`config.mk`:
```
export PLATFORM = sky130hd
export DESIGN_NAME = omok_led_scan
export DESIGN_NICKNAME = d
export VERILOG_FILES = /design/src/rtl/omok_pkg.sv /design/src/rtl/omok_scan_timer.sv /design/src/rtl/omok_led_scan.sv
export SDC_FILE = /design/constraint.sdc
export NUM_CORES = 1
export LEC_CHECK = 0
export BUFFER_PORTS_ARGS = -buffer_cell sky130_fd_sc_hd__buf_4
export CAP_MARGIN = 10
export CORE_ASPECT_RATIO = 1.1
export CORE_UTILIZATION = 64
export CTS_CLUSTER_SIZE = 28
export DETAILED_ROUTE_END_ITERATION = 12
export PLACE_DENSITY_LB_ADDON = 0.15
export REMOVE_ABC_BUFFERS = 1
export SYNTH_ARGS = -nofsm -noshare
export SYNTH_HDL_FRONTEND = slang
export SYNTH_HIERARCHICAL = 1
export SYNTH_SLANG_ARGS = --single-unit
export TNS_END_PERCENT = 30
```
`constraint.sdc`:
```
create_clock -name clk -period 5.3 [get_ports clk]
set_input_delay 0.265 -clock clk [delete_from_list [all_inputs] [get_ports clk]]
set_output_delay 0.265 -clock clk [all_outputs]
set_load 0.005 [all_outputs]
```
`src/rtl/omok_pkg.sv`:
```
// Shared definitions for the Omok display path: board geometry, cell-index
// helpers and the scan FSM state encoding.
package omok_pkg;

    localparam int BOARD_N = 5;
    localparam int CELLS   = BOARD_N * BOARD_N;
    localparam int IDX_W   = 5;
    localparam int ROW_W   = 3;

    // Cursor indices at or above this value mean "no cursor on the board".
    localparam logic [IDX_W-1:0] NO_CURSOR = IDX_W'(CELLS);

    typedef enum logic {
        S_BLANK = 1'b0,
        S_DRIVE = 1'b1
    } scan_state_t;

    function automatic logic [ROW_W-1:0] idx_row(input logic [IDX_W-1:0] idx);
        return ROW_W'(idx / IDX_W'(BOARD_N));
    endfunction

    function automatic logic [ROW_W-1:0] idx_col(input logic [IDX_W-1:0] idx);
        return ROW_W'(idx % IDX_W'(BOARD_N));
    endfunction

    function automatic logic [IDX_W-1:0] cell_idx(input logic [ROW_W-1:0] row,
                                                  input logic [ROW_W-1:0] col);
        return IDX_W'(row * IDX_W'(BOARD_N) + IDX_W'(col));
    endfunction

endpackage

```
`src/rtl/omok_scan_timer.sv`:
```
// Row-scan sequencer for the LED matrix: blank/dwell slot counter, row counter
// and the BLANK/DRIVE FSM, plus the frame and snapshot strobes.
//
// state   | meaning
// S_BLANK | all row and column drivers off for BLANK_CYCLES cycles
// S_DRIVE | current row driven for DWELL_CYCLES cycles, then row advances
module omok_scan_timer
    import omok_pkg::*;
#(
    parameter int DWELL_CYCLES = 8,
    parameter int BLANK_CYCLES = 2
) (
    input  logic             clk,
    input  logic             rst,
    output logic [ROW_W-1:0] o_row,
    output logic             o_drive,
    output logic             o_frame_start,
    output logic             o_frame_wrap,
    output logic             o_snap_load
);

    localparam int CNT_MAX = (DWELL_CYCLES > BLANK_CYCLES) ? DWELL_CYCLES : BLANK_CYCLES;
    localparam int CNT_W   = $clog2(CNT_MAX + 1);

    localparam logic [CNT_W-1:0] BLANK_LAST = CNT_W'(BLANK_CYCLES - 1);
    localparam logic [CNT_W-1:0] DWELL_LAST = CNT_W'(DWELL_CYCLES - 1);
    localparam logic [ROW_W-1:0] LAST_ROW   = ROW_W'(BOARD_N - 1);

    scan_state_t      r_state;
    scan_state_t      w_state_nxt;
    logic [CNT_W-1:0] r_cnt;
    logic [CNT_W-1:0] w_cnt_nxt;
    logic [ROW_W-1:0] r_row;
    logic [ROW_W-1:0] w_row_nxt;

    always_ff @(posedge clk or negedge rst) begin
        if (!rst) begin
            r_state <= S_BLANK;
            r_cnt   <= '0;
            r_row   <= '0;
        end else begin
            r_state <= w_state_nxt;
            r_cnt   <= w_cnt_nxt;
            r_row   <= w_row_nxt;
        end
    end

    always_comb begin
        w_state_nxt = r_state;
        w_cnt_nxt   = r_cnt + 1'b1;
        w_row_nxt   = r_row;
        case (r_state)
            S_BLANK: begin
                if (r_cnt == BLANK_LAST) begin
                    w_state_nxt = S_DRIVE;
                    w_cnt_nxt   = '0;
                end
            end
            S_DRIVE: begin
                if (r_cnt == DWELL_LAST) begin
                    w_state_nxt = S_BLANK;
                    w_cnt_nxt   = '0;
                    w_row_nxt   = (r_row == LAST_ROW) ? '0 : r_row + 1'b1;
                end
            end
            default: begin
                w_state_nxt = S_BLANK;
                w_cnt_nxt   = '0;
                w_row_nxt   = '0;
            end
        endcase
    end

    // Strobes describe the current timer state; the top registers the pins
    // from them, so the pins trail the timer by exactly one cycle.
    assign o_row         = r_row;
    assign o_drive       = (r_state == S_DRIVE);
    assign o_frame_start = (r_state == S_DRIVE) && (r_row == '0) && (r_cnt == '0);
    assign o_frame_wrap  = (r_state == S_DRIVE) && (r_row == LAST_ROW) && (r_cnt == DWELL_LAST);
    assign o_snap_load   = (r_state == S_BLANK) && (r_row == '0) && (r_cnt == BLANK_LAST);

endmodule

```
`src/rtl/omok_led_scan.sv`:
```
// Multiplexed 5x5 bi-colour LED driver for the Omok board: per-frame snapshot,
// cursor blink and column decode. Blinking is built only with OMOK_SCAN_CURSOR_BLINK_EN.
module omok_led_scan
    import omok_pkg::*;
#(
    parameter int DWELL_CYCLES = 8,
    parameter int BLANK_CYCLES = 2,
    parameter int BLINK_FRAMES = 4
) (
    input  logic               clk,
    input  logic               rst,
    input  logic [CELLS-1:0]   board_occ,
    input  logic [CELLS-1:0]   board_white,
    input  logic [IDX_W-1:0]   cursor_idx,
    output logic [BOARD_N-1:0] row_n,
    output logic [BOARD_N-1:0] col_red,
    output logic [BOARD_N-1:0] col_grn,
    output logic               frame_start
);

    logic [ROW_W-1:0]   w_row;
    logic               w_drive;
    logic               w_frame_start;
    logic               w_frame_wrap;
    logic               w_snap_load;
    logic               w_blink_on;

    logic [CELLS-1:0]   r_snap_occ;
    logic [CELLS-1:0]   r_snap_white;
    logic [IDX_W-1:0]   r_snap_cur;

    logic               w_cur_valid;
    logic [ROW_W-1:0]   w_cur_row;
    logic [ROW_W-1:0]   w_cur_col;
    logic [IDX_W-1:0]   w_cell;
    logic [BOARD_N-1:0] w_red_nxt;
    logic [BOARD_N-1:0] w_grn_nxt;

    omok_scan_timer #(
        .DWELL_CYCLES (DWELL_CYCLES),
        .BLANK_CYCLES (BLANK_CYCLES)
    ) u_timer (
        .clk           (clk),
        .rst           (rst),
        .o_row         (w_row),
        .o_drive       (w_drive),
        .o_frame_start (w_frame_start),
        .o_frame_wrap  (w_frame_wrap),
        .o_snap_load   (w_snap_load)
    );

    // Captured once per frame, one cycle before row 0 lights, so a whole
    // frame is always drawn from one consistent board.
    always_ff @(posedge clk or negedge rst) begin
        if (!rst) begin
            r_snap_occ   <= '0;
            r_snap_white <= '0;
            r_snap_cur   <= '0;
        end else if (w_snap_load) begin
            r_snap_occ   <= board_occ;
            r_snap_white <= board_white;
            r_snap_cur   <= cursor_idx;
        end
    end

`ifdef OMOK_SCAN_CURSOR_BLINK_EN
    localparam int FRM_W = (BLINK_FRAMES > 1) ? $clog2(BLINK_FRAMES) : 1;
    localparam logic [FRM_W-1:0] FRM_LAST = FRM_W'(BLINK_FRAMES - 1);

    logic [FRM_W-1:0] r_frm_cnt;
    logic             r_blink_on;

    always_ff @(posedge clk or negedge rst) begin
        if (!rst) begin
            r_frm_cnt  <= '0;
            r_blink_on <= 1'b1;
        end else if (w_frame_wrap) begin
            if (r_frm_cnt == FRM_LAST) begin
                r_frm_cnt  <= '0;
                r_blink_on <= ~r_blink_on;
            end else begin
                r_frm_cnt  <= r_frm_cnt + 1'b1;
            end
        end
    end

    assign w_blink_on = r_blink_on;
`else
    logic w_unused;

    assign w_unused   = ^{w_frame_wrap, BLINK_FRAMES[0]};
    assign w_blink_on = 1'b1;
`endif

    always_comb begin
        w_red_nxt   = '0;
        w_grn_nxt   = '0;
        w_cell      = '0;
        w_cur_valid = (r_snap_cur < NO_CURSOR);
        w_cur_row   = idx_row(r_snap_cur);
        w_cur_col   = idx_col(r_snap_cur);
        for (int c = 0; c < BOARD_N; c++) begin
            w_cell = cell_idx(w_row, ROW_W'(c));
            if (w_cur_valid && w_blink_on && (w_cur_row == w_row) && (w_cur_col == ROW_W'(c))) begin
                w_red_nxt[c] = 1'b1;
                w_grn_nxt[c] = 1'b1;
            end else if (r_snap_occ[w_cell]) begin
                w_red_nxt[c] = ~r_snap_white[w_cell];
                w_grn_nxt[c] =  r_snap_white[w_cell];
            end
        end
    end

    always_ff @(posedge clk or negedge rst) begin
        if (!rst) begin
            row_n       <= '1;
            col_red     <= '0;
            col_grn     <= '0;
            frame_start <= 1'b0;
        end else begin
            frame_start <= w_frame_start;
            if (w_drive) begin
                row_n   <= ~(BOARD_N'(1) << w_row);
                col_red <= w_red_nxt;
                col_grn <= w_grn_nxt;
            end else begin
                row_n   <= '1;
                col_red <= '0;
                col_grn <= '0;
            end
        end
    end

endmodule
```
== After elaboration in Yosys (flattened, before gate mapping) ==
Index checks and enable logic that the tools add are counted.

* Register bits: 79
* Latch bits: 0
* Memory bits (writable): 0
* Memory bits (read-only): 0
* Logic and storage cells: 105
* Memories kept: 0

* Add/subtract/negate cells: 6
* $mul: 1
* Divide/modulo/power cells: 2
* Order comparisons: 6
* Eq/ne operators: 8
* Shifts and indexed selects: 1
* Mux-type cells: 50
* Bitwise gates (word level): 7
* Reduce and logical (&&, ||, !) cells: 14

{| class="wikitable"
|+ Operators with widths
! kind !! number
|-
| $bmux W1 S5 || 10
|-
| $mux W1 || 32
|-
| $lt A5 B6 Y1 const B || 5
|-
| $mux W5 || 3
|-
| $add A5 B2 Y5 const B || 2
|-
| $logic_and A1 B1 Y1 || 10
|-
| $mux W4 || 2
|-
| $pmux W4 S2 || 1
|-
| $eq A3 B2 Y1 const B || 2
|-
| $eq A3 B3 Y1 const B || 2
|-
| $logic_not A3 Y1 || 2
|-
| $not A1 Y1 || 6
|-
| $add A5 B1 Y5 const B || 1
|-
| $add A5 B3 Y5 const B || 1
|-
| $div A5 B3 Y5 const B || 1
|-
| $lt A5 B5 Y1 const B || 1
|-
| $mod A5 B3 Y5 const B || 1
|-
| $mul A3 B3 Y5 const B || 1
|-
| $not A5 Y5 || 1
|-
| $shl A1 B3 Y5 const A || 1
|-
| $add A4 B1 Y4 const B || 1
|-
| $eq A4 B1 Y1 const B || 1
|-
| $eq A4 B3 Y1 const B || 1
|-
| $logic_not A4 Y1 || 1
|-
| other kinds (6) || 6
|}

== Depth between registers and ports, before layout ==
Gate-level depths: netlist of run 1.

* Word-level depth: 8
* Gate-level depth with buffers: 14
* Mapped depth without buffers: 12

== Cells and area by module ==
The synthesis of run 1 kept the hierarchy.

{| class="wikitable"
|+ By module, submodules not included
! module !! instances !! cells each !! area an instance (um2)
|-
| omok_led_scan || 1 || 402 || 5201.2
|-
| omok_scan_timer || 1 || 49 || 481.7
|}

== Least setup slack after synthesis of run 1 ==
No wires, ideal clock.

* Path type: register to register
* Start point: reg u_timer.r_row[1], in the netlist u_timer/o_row[1]
* End point: reg col_red[1]
* Arrival time: 3284 ps
* Required time: 5223 ps
* Slack: 1939 ps
* Cell stages (with the launch flop): 14
* Path buffers: 6
* Cell sequence: dfrtp_1 > buf_2 > buf_2 > buf_2 > inv_1 > ha_1 > buf_2 > buf_2 > buf_2 > mux4_2 > mux4_2 > a21oi_2 > nand3_1 > o21ai_1

* Word-level cells in the longest chain between the ends: 8
* Elaborated cells on any way between the ends: 13
* Those cells by class: 1 x add/sub; 1 x mul; 1 x eq/ne; 7 x mux; 1 x bitwise; 2 x reduce/logical

{| class="wikitable"
|+ RTL lines
! element !! line !! source
|-
| start, declared || omok_scan_timer.sv:33 || <nowiki>logic [ROW_W-1:0] r_row;</nowiki>
|-
| start signal, assigned || omok_scan_timer.sv:44 || <nowiki>r_row <= w_row_nxt;</nowiki>
|-
| $mul A3 B3 Y5 || omok_pkg.sv:28 || <nowiki>return IDX_W'(row * IDX_W'(BOARD_N) + IDX_W'(col));</nowiki>
|-
| $add A5 B1 Y5 || omok_pkg.sv:28 ||
|-
| $bmux W1 S5 || omok_led_scan.sv:108 || <nowiki>w_red_nxt[c] = ~r_snap_white[w_cell];</nowiki>
|-
| $mux W1 (implied by the code) || omok_led_scan.sv:108 ||
|-
| $not A1 Y1 || omok_led_scan.sv:108 ||
|-
| $mux W1 || omok_led_scan.sv:107 || <nowiki>end else if (r_snap_occ[w_cell]) begin</nowiki>
|-
| $mux W1 * || omok_led_scan.sv:104 || <nowiki>if (w_cur_valid && w_blink_on && (w_cur_row == w_row) && (w_cur_col == ROW_W'(c))) begin</nowiki>
|-
| $mux W5 * || omok_led_scan.sv:122 || <nowiki>if (w_drive) begin</nowiki>
|-
| end signal, assigned || omok_led_scan.sv:124 || <nowiki>col_red <= w_red_nxt;</nowiki>
|-
| end, declared || omok_led_scan.sv:16 || <nowiki>output logic [BOARD_N-1:0] col_red,</nowiki>
|}

Every way passes the cells marked *; elsewhere a longest branch is shown, timed or not. The select of a mux whose other input is x is not followed.
A chain may end at the register's enable or synchronous reset.

== Final worst setup path of run 1 ==
* Start point: reg u_timer.r_row[0], in the netlist u_timer/o_row[0]
* End point: reg col_grn[2]

* Word-level cells in the longest chain between the ends: 7
* Elaborated cells on any way between the ends: 12
* Those cells by class: 1 x add/sub; 1 x mul; 1 x eq/ne; 7 x mux; 2 x reduce/logical

{| class="wikitable"
|+ RTL lines
! element !! line !! source
|-
| $mul A3 B3 Y5 || omok_pkg.sv:28 ||
|-
| $add A5 B2 Y5 || omok_pkg.sv:28 ||
|-
| $bmux W1 S5 (on tied branches) || omok_led_scan.sv:109, omok_led_scan.sv:107 ||
|-
| $mux W1 (on tied branches) || omok_led_scan.sv:109, omok_led_scan.sv:107 ||
|-
| $mux W1 || omok_led_scan.sv:107 ||
|-
| $mux W1 * || omok_led_scan.sv:104 ||
|-
| $mux W5 * || omok_led_scan.sv:122 ||
|-
| end signal, assigned || omok_led_scan.sv:125 || <nowiki>col_grn <= w_grn_nxt;</nowiki>
|-
| end, declared || omok_led_scan.sv:17 || <nowiki>output logic [BOARD_N-1:0] col_grn,</nowiki>
|}

Marked as above.

==> key figures, run 1 <==
Route
  • Routed WL per cell: 19.6 um
  • Total Wirelength: 12300 um
  • Via count: 4072
  • Initial DRC Count: 287
  • DRT Pass-1 Iters: 4
  • Post-route DRC: 0
  • DR vias/cell: 6.50
  • Antenna Nets Post-Route: 0

Worst setup path
  • Crit path top cell by count: ha_1
  • Worst reg2reg startpoint: u_timer/o_row[0]
  • Flop2flop setup slack: 1.60 ns
  • CP max-delay cell: buf_4
  • Worst setup EP type: register
  • Crit path DAT: 3.98 ns
  • Max incr delay on CP: 0.71 ns
  • Worst EP required: 5.58 ns
  • Crit Path Class: register to register
  • Worst path bufs/invs: 1
  • Cells on worst reg2reg path: 9
  • RR Endpoint: col_grn[2]
  • Worst setup SP type: register
  • Crit-path leading delay family: adder cells
  • Worst Path Max Fanout: 64
  • Crit-path cells: buf_4 -> ha_1 -> ha_1 -> and2_1 -> a221oi_1 -> a22oi_1 -> a31oi_1 -> nand4_1 -> o21ai_1

Power
  • Power Density: 207 nW/um2
  • Max VDD drop: 0.000158 V
  • Leakage power: 0.00260 uW

Floorplanning
  • Die ar.: 9250 um2
  • # rows: 35
  • Starting Density: 66.8%
  • # IOs: 73
  • Height of the die: 101 um
  • Die width: 91.8 um
  • Core area: 8500 um2

Run status
  • Outcome: complete, no violations

Timing
  • Setup_tns: 0 ns
  • Peak Freq: 270 MHz
  • Slew HR: 33.6%
  • Tcrit/Tclk final: 69.9%
  • Fin crit period: 3.70 ns
  • Fin Hold WS: 0.0141 ns
  • Worst-Margin Slew: 0.996 ns
  • Clk_skew: 0.0139 ns
  • Hold Vio Cnt, Final: 0
  • Slew Limit Fails: 0
  • Final worst slack: 1.60 ns
  • RSZ-0062 raised after global routing: false
  • # setup viols final: 0

Clock tree
  • Clk sinks: 79
  • Clock-pin slew on the worst setup and hold paths: 0.09 ns
  • CTS tree: built
  • CTS hold repair buffers: 0
  • CTS H-tree depth: 3
  • Post-CTS setup repair buffer count: 0
  • Number of CTS-inserted buffers: 9
  • Root Buffer: clkbuf_8
  • # resized after CTS: 0
  • Clk_lat worst skew: 0.36 ns
  • Max clock buf depth: 2

Placed design
  • IO Port Bufs: 72
  • Placer congestion estimate: 0.963
  • Dpl hpwl: 9000 um
  • Post-place setup slack: 1.66 ns

Final layout
  • Final #Nets: 586
  • Core Util, Final: 75.7%
  • Layout area overhead: 13.3%
  • # diodes: 0
  • Fillers: 575
  • Most common cell after layout, fill and taps aside: buf_4
  • Layout cells sized above 1: 42.7%
  • Most frequent cells in the layout: buf_4, dfrtp_1, mux2_2

Synth
  • Syn Std Cell Area: 5680 um2
  • Mapped Cells: 450
  • Syn_area_per_cell: 12.6 um2
  • Synth Warn #: 6

Global routing
  • Vias in the first global route: 4116
  • First-pass GRT wire length: 20900 um
  • Largest net degree at the start of global routing: 80
  • Grt ovf: 0
  • GRT Total Usage: 29.5%
  • Initial antenna violation count: 0

Run
  • Maxcap violations: 0

Hold path
  • Worst hold path class: primary input to async pin
[area by class of cell]
cell class	instances	area [um2]	share of cell area (%)
clock buffers	11	151	2.35
clock inverters	5	63.8	0.992
well taps	111	139	2.16
repair buffers	76	571	8.87
multi-input cells	330	3470	54.0
inverters	14	52.6	0.817
flip-flops and latches	79	1980	30.8
[routing by layer]
layer	global-route usage (%)	wire length, um	up-vias
li1	-	-	1875
met1	38.2	5050	2026
met2	49.2	6190	138
met3	4.83	602	33
met4	14.3	453	0
met5	0	0	-
[how the worst max path moves through the flow]
stage	to	slack (ns)	cells after the start	startpoint
after floorplan	col_red[1]	0.28	7	u_timer/o_row[0]
after global placement	col_red[3]	1.82	9	u_timer/o_row[0]
after detailed placement	col_red[3]	1.66	9	u_timer/o_row[0]
after CTS	col_red[3]	1.63	9	u_timer/o_row[0]
after global routing	col_grn[2]	1.29	9	u_timer/o_row[0]
final	col_grn[2]	1.60	9	u_timer/o_row[0]
[metrics by stage]
stage	std cells	total power, uW	instance area [um2]
6_report	626	1330	6430
5_1_grt	626	1380	6430
4_1_cts	626	1340	6430
3_5_place_dp	610	857	6220
3_3_place_gp	610	848	6220
2_1_floorplan	423	773	5500
[state kept, by name, summed over array words and instances (netlist names)]
register,count
u_timer/o_row,3
frame_start,1
r_snap_occ,25
r_snap_cur,5
col_grn,5
u_timer/r_cnt,4
col_red,5
row_n,5
r_snap_white,25
u_timer/o_drive,1
[power breakdown]
part	switching, uW	internal, uW	total (uW)
clock	238	248	486
sequential	33.3	628	662
combinational	77.1	107	184
total	349	983	1330
Power figures use the tool's default switching activity.
==> run 2: changes to the inputs <==
--- a/config.mk
+++ b/config.mk
@@ -5,10 +5,11 @@
 export SDC_FILE = /design/constraint.sdc
 export NUM_CORES = 1
 export LEC_CHECK = 0
+export ABC_AREA = 1
 export BUFFER_PORTS_ARGS = -buffer_cell sky130_fd_sc_hd__buf_4
 export CAP_MARGIN = 10
 export CORE_ASPECT_RATIO = 1.1
-export CORE_UTILIZATION = 64
+export CORE_UTILIZATION = 53
 export CTS_CLUSTER_SIZE = 28
 export DETAILED_ROUTE_END_ITERATION = 12
 export PLACE_DENSITY_LB_ADDON = 0.15
==> constraint.sdc (replaced) <==
create_clock -name clk -period 3.05 [get_ports clk]
set_input_delay 0.1525 -clock clk [delete_from_list [all_inputs] [get_ports clk]]
set_output_delay 0.1525 -clock clk [all_outputs]
set_load 0.005 [all_outputs]
==> key figures, run 2 <==
Final layout
  • Most frequent cells in the layout: nand2_1, o21ai_0, inv_1
  • Layout area overhead: 24.1%
  • Final #Nets: 945 (+61%)
  • # diodes: 0 (unchanged)
  • Most common cell after layout, fill and taps aside: nand2_1
  • Largest regs: r_snap_occ (25), r_snap_white (25)
  • Final instance area: 6700 um2 (+4.1%)
  • Layout cells sized above 1: 17.6% (-25 points)

Synth
  • Mapped Cells: 767 (+70%)
  • Syn_area_per_cell: 7.04 um2 (-44%)
  • Syn Std Cell Area: 5400 um2 (-4.9%)
  • Synth Warn #: 6 (unchanged)

Floorplanning
  • Core area: 9890 um2 (+16%)
  • # IOs: 73 (unchanged)
  • Die width: 98.2 um (+7.0%)
  • # rows: 38 (+8.6%)
  • Starting Density: 54.6% (-12 points)
  • Die ar.: 10600 um2 (+14%)
  • Height of the die: 108 um (+7.0%)

Clock tree
  • Clk_lat worst skew: 0.37 ns (about the same)
  • Max clock buf depth: 2 (unchanged)
  • CTS tree: built
  • Root Buffer: clkbuf_8
  • Number of CTS-inserted buffers: 9 (unchanged)
  • Clk sinks: 79 (unchanged)
  • Clock-pin slew on the worst setup and hold paths: 0.08 ns (about the same)
  • CTS H-tree depth: 3 (unchanged)

Worst setup path
  • Crit path top cell by count: nand2_1
  • Worst path bufs/invs: 2 (+1)
  • Flop2flop setup slack: 0.29 ns (-1.31 ns)
  • Worst Path Max Fanout: 6 (-91%)
  • Crit-path leading delay family: simple AND/OR/NAND/NOR gates
  • Worst setup SP type: register
  • Worst reg2reg startpoint: r_snap_cur[2]
  • Crit-path cells: inv_1 -> ha_1 -> inv_1 -> nand2_1 -> nand2_2 -> nand2_2 -> nand2_4 -> nand2_1 -> and2_1 -> ha_1 -> nor2_1 -> nand3_1 -> nand2_4 -> nand2_4 -> nand2_1 -> nand2_1 -> nor2_1 -> nand2_1 -> a21oi_1
  • CP max-delay cell: dfrtp_1
  • RR Endpoint: col_red[1]
  • Cells on worst reg2reg path: 19 (+10)
  • Max incr delay on CP: 0.43 ns (-0.28 ns)
  • Crit path DAT: 3.05 ns (-0.93 ns)
  • Worst EP required: 3.34 ns (-2.24 ns)
  • Crit Path Class: register to register
  • Worst setup EP type: register

Route
  • DR vias/cell: 5.33 (-18%)
  • Via count: 5298 (+30%)
  • Antenna Nets Post-Route: 0 (unchanged)
  • DRT Pass-1 Iters: 7 (+3)
  • Routed WL per cell: 14.3 um (-27%)
  • Initial DRC Count: 406 (+41%)
  • Post-route DRC: 0 (unchanged)
  • Total Wirelength: 14200 um (+16%)

Timing
  • Worst-Margin Slew: 1.01 ns (+0.0107 ns)
  • Tcrit/Tclk final: 90.5% (+21 points)
  • Hold Vio Cnt, Final: 0 (unchanged)
  • Clk_skew: 0.00766 ns (-0.00629 ns)
  • Fin Hold WS: 0.00987 ns (-0.00420 ns)
  • Slew Limit Fails: 0 (unchanged)
  • RSZ-0062 raised after global routing: false
  • Final worst slack: 0.288 ns (-1.31 ns)
  • Peak Freq: 362 MHz (+34%)
  • Slew HR: 32.9% (-0.71 points)
  • # setup viols final: 0 (unchanged)
  • Fin crit period: 2.76 ns (-0.942 ns)

Placed design
  • Post-Place Cell Area: 6060 um2 (-2.6%)
  • IO Port Bufs: 72 (unchanged)
  • Post-place setup slack: 0.288 ns (-1.38 ns)
  • Dpl hpwl: 10300 um (+14%)
  • Placer congestion estimate: 0.908 (-5.7%)

Power
  • Leakage power: 0.00316 uW (+22%)
  • Max VDD drop: 0.000314 V (+99%)
  • Power Density: 354 nW/um2 (+71%)

Global routing
  • Vias in the first global route: 4875 (+18%)
  • Initial antenna violation count: 0 (unchanged)
  • GR Util met1: 37.6% (-0.56 points)
  • Grt ovf: 0 (unchanged)
  • First-pass GRT wire length: 23300 um (+12%)
  • GRT Total Usage: 28.2% (-1.4 points)
  • Met3 usage: 5.13% (+0.30 points)
  • Largest net degree at the start of global routing: 99 (+24%)
  • GR Util met2: 46.6% (-2.6 points)
  • Most used routing layer: met2

Run
  • Maxcap violations: 0 (unchanged)

Hold path
  • HP Start: board_white[17]
  • Hold Path End: r_snap_white[17]
  • WHS Path Cells: 3
  • Worst hold path class: primary input to register

Run status
  • Outcome: complete, no violations
==> run 2: where the power goes <==
| group | internal [uW] | switching (uW) | total (uW) |
|---|---|---|---|
| Clock | 484 | 401 | 884 |
| Sequential | 1090 | 26.7 | 1120 |
| Combinational | 171 | 198 | 369 |
==> run 2: worst max path at each step <==
stage | slack (ns) | startpoint | cells past startpoint | endpoint
6_report | 0.29 | r_snap_cur[2] | 19 | col_red[1]
5_1_grt | 0.01 | u_timer/o_row[0] | 10 | col_grn[0]
4_1_cts | 0.26 | r_snap_cur[3] | 20 | col_red[1]
3_5_place_dp | 0.29 | r_snap_cur[3] | 20 | col_red[1]
3_3_place_gp | 0.39 | u_timer/o_row[0] | 12 | col_grn[3]
2_1_floorplan | -2.01 | u_timer/o_row[0] | 5 | r_snap_occ[0]
==> run 2: worst min-delay path, cell delays in order <==
cell and delay (ns):
buf_4 0.08, nand2_1 0.04, o21ai_0 0.07
==> run 2: what timing repair did <==
| action | in CTS | in global routing |
|---|---|---|
| buffers inserted | 0 | 0 |
| endpoints found under the hold margin | 105 | 0 |
| resized for setup | 0 | 2 |
| endpoints found under the setup margin | 0 | 4 |
| hold buffers | 41 | 0 |
==> run 2: area by class of cell <==
type | count | area (um2)
Fill cell | 841 | 3190
Multi-Input combinational cell | 560 | 2930
Sequential cell | 79 | 1980
Timing Repair Buffer | 126 | 1060
Inverter | 93 | 350
Tap cell | 120 | 150
Clock buffer | 11 | 141
Clock inverter | 5 | 81.3
==> run 2: stage by stage <==
step	total power [uW]	util, %	instances	TNS (ns)
2_1_floorplan	1320	-	732	-118.23
3_3_place_gp	1450	61.3	937	0
3_5_place_dp	1460	61.3	937	0
4_1_cts	2390	67.7	994	0
5_1_grt	2470	67.7	994	0
6_report	2370	67.7	994	0
==> run 2: per-layer routing <==
layer / up-vias / part of all wire, %
met2: 147 / 47
met1: 2427 / 45
met3: 22 / 5.6
li1: 2702 / -
met4: 0 / 1.6
met5: - / 0
==> run 3: changes to the inputs <==
--- a/config.mk
+++ b/config.mk
@@ -9,7 +9,7 @@
 export BUFFER_PORTS_ARGS = -buffer_cell sky130_fd_sc_hd__buf_4
 export CAP_MARGIN = 10
 export CORE_ASPECT_RATIO = 1.1
-export CORE_UTILIZATION = 53
+export CORE_UTILIZATION = 59
 export CTS_CLUSTER_SIZE = 28
 export DETAILED_ROUTE_END_ITERATION = 12
 export PLACE_DENSITY_LB_ADDON = 0.15
==> constraint.sdc (replaced) <==
create_clock -name clk -period 3.1 [get_ports clk]
set_input_delay 0.155 -clock clk [delete_from_list [all_inputs] [get_ports clk]]
set_output_delay 0.155 -clock clk [all_outputs]
set_load 0.005 [all_outputs]
==> key figures, run 3 (same netlist as run 2, synthesis figures left out) <==
Final layout
  • Layout area overhead: 19.1%
  • Post-Layout Cell Count: 966 (-2.8%)
  • Layout cells sized above 1: 18.2% (+0.57 points)
  • Final #Nets: 923 (-2.3%)
  • Largest regs: r_snap_occ (25), r_snap_white (25)
  • Core Util, Final: 72.5% (+4.7 points)
  • # diodes: 0 (unchanged)
  • Fillers: 690 (-18%)
  • Most common cell after layout, fill and taps aside: nand2_1
  • Most frequent cells in the layout: nand2_1, o21ai_0, inv_1

Route
  • DRT Pass-1 Iters: 6 (-1)
  • Post-route DRC: 0 (unchanged)
  • Initial DRC Count: 345 (-15%)
  • DR vias/cell: 5.53 (+3.8%)
  • Total Wirelength: 14600 um (+2.5%)
  • Via count: 5342 (+0.83%)
  • Antenna Nets Post-Route: 0 (unchanged)
  • Routed WL per cell: 15.1 um (+5.5%)

Worst setup path
  • Worst EP required: 3.37 ns (+0.03 ns)
  • Levels on crit path: 12 (-7)
  • Worst Path Max Fanout: 7 (+1)
  • CP max-delay cell: dfrtp_2
  • Crit Path Class: register to register
  • Worst setup EP type: register
  • Start point of the critical path: u_timer/o_row[0]
  • Max incr delay on CP: 0.45 ns (+0.02 ns)
  • Crit path DAT: 3.20 ns (+0.15 ns)
  • Crit-path cells: ha_1 -> ha_1 -> nand2_1 -> inv_1 -> nor2_1 -> nand2_1 -> o21ai_1 -> inv_1 -> a221o_1 -> nand3_1 -> nand3_1 -> a21oi_1
  • Worst path bufs/invs: 2 (unchanged)
  • Crit-path leading delay family: simple AND/OR/NAND/NOR gates
  • Worst setup SP type: register
  • Cells on worst reg2reg path: 12 (-7)
  • Worst reg2reg startpoint: u_timer/o_row[0]

Hold path
  • WHS Path Cells: 3 (unchanged)
  • HP Start: board_white[1]
  • Worst hold path class: primary input to register

Global routing
  • Initial antenna violation count: 0 (unchanged)
  • Vias in the first global route: 4897 (+0.45%)
  • Grt ovf: 0 (unchanged)
  • Largest net degree at the start of global routing: 80 (-19%)
  • GRT Total Usage: 32.2% (+4.0 points)
  • First-pass GRT wire length: 23600 um (+1.1%)

Timing
  • Clk_skew: 0.00954 ns (+0.00188 ns)
  • Slew HR: 33.7% (+0.89 points)
  • RSZ-0062 raised after global routing: false
  • Hold Vio Cnt, Final: 0 (unchanged)
  • # setup viols final: 0 (unchanged)
  • Worst-Margin Slew: 0.994 ns (-0.0134 ns)
  • Peak Freq: 341 MHz (-5.9%)
  • Slew Limit Fails: 0 (unchanged)
  • Tcrit/Tclk final: 94.7% (+4.2 points)
  • Fin crit period: 2.94 ns (+0.174 ns)

Floorplanning
  • # IOs: 73 (unchanged)
  • Height of the die: 102 um (-5.1%)
  • Starting Density: 60.8% (+6.3 points)
  • # rows: 36 (-5.3%)
  • Die width: 93.2 um (-5.1%)
  • Core area: 8870 um2 (-10%)
  • Die ar.: 9540 um2 (-10%)

Clock tree
  • Root Buffer: clkbuf_8
  • CTS H-tree depth: 3 (unchanged)
  • CTS tree: built
  • Clk sinks: 79 (unchanged)
  • Clk_lat worst skew: 0.35 ns (-0.02 ns)
  • Max clock buf depth: 2 (unchanged)
  • Number of CTS-inserted buffers: 9 (unchanged)
  • Clock-pin slew on the worst setup and hold paths: 0.08 ns (about the same)

Power
  • Leakage power: 0.00305 uW (-3.6%)
  • Max VDD drop: 0.000309 V (-1.7%)
  • Power Density: 342 nW/um2 (-3.5%)

Run status
  • Outcome: complete, no violations

Run
  • Maxcap violations: 0 (unchanged)

Placed design
  • IO Port Bufs: 72 (unchanged)
  • Placed Cells incl. Taps: 932 (-0.53%)
  • Placer congestion estimate: 0.990 (+9.1%)
  • Dpl hpwl: 11000 um (+7.2%)
-- run 3: cell count changes in the layout (fill, tap and decap cells not counted) --
cell,change
xnor2_2,-1
buf_4,+1
clkinv_2,+2
xnor2_1,+1
bufinv_16,-1
dlygate4sd3_1,-23
clkinv_1,-1
clkbuf_8,-1
clkinvlp_4,+1
-- run 3: layout make-up --
class                           count  area (um2)  area share, %
Multi-Input combinational cell    560        2920           45.4
Clock buffer                       10         128           1.98
Sequential cell                    79        1980           30.9
Clock inverter                      6        61.3          0.953
Tap cell                          114         143           2.22
Timing Repair Buffer              104         838           13.0
Inverter                           93         354           5.51
-- run 3: worst paths after layout --
kind                                    endpoint  slack, ns
worst min-delay path             r_snap_white[1]       0.01
worst max register to register        col_grn[3]       0.16
worst max-delay path                  col_grn[3]       0.16
max in group asynchronous       u_timer/o_row[0]       1.91
worst min register to register   r_snap_white[2]       0.53
min in group asynchronous          r_snap_cur[0]       0.51
-- run 3: per-layer routing --
layer / track usage (%) / part of all wire, % / vias up
met3: 5.88 / 5.6 / 32
met1: 42.4 / 44 / 2466
met2: 53.7 / 48 / 189
li1: - / - / 2655
met4: 10.4 / 2.3 / 0
met5: 0 / 0 / -
-- run 3: what timing repair did --
item | 4_1_cts | 5_1_grt
setup endpoints to repair | 0 | 6
hold buffers | 18 | 0
setup buffers | 0 | 0
gates resized for setup | 0 | 2
endpoints found under the hold margin | 39 | 0
-- run 3: metrics by stage --
stage	worst slack, ns	power, uW	TNS [ns]	instance area (um2)	hold slack, ns
3_5_place_dp	0.256	1440	0	6060	0.368
3_3_place_gp	0.183	1430	0	6060	0.361
5_1_grt	0.0142	2310	0	6430	0.0118
4_1_cts	0.221	2210	0	6430	0.000121
6_report	0.164	2200	0	6430	0.0150
2_1_floorplan	-1.96	1300	-114.98	5250	-0.141
-- run 3: power breakdown --
| group | internal, uW | switching, uW |
|---|---|---|
| Combinational | 150 | 195 |
| Sequential | 1080 | 27.0 |
| Clock | 370 | 383 |
-- run 3: worst min-delay path: cells and delay by family --
kind / cells / cell delay [ns]
AOI/OAI and AO/OA: 1 / 0.06
buffers and inverters: 1 / 0.08
and+or+nand+nor: 1 / 0.04
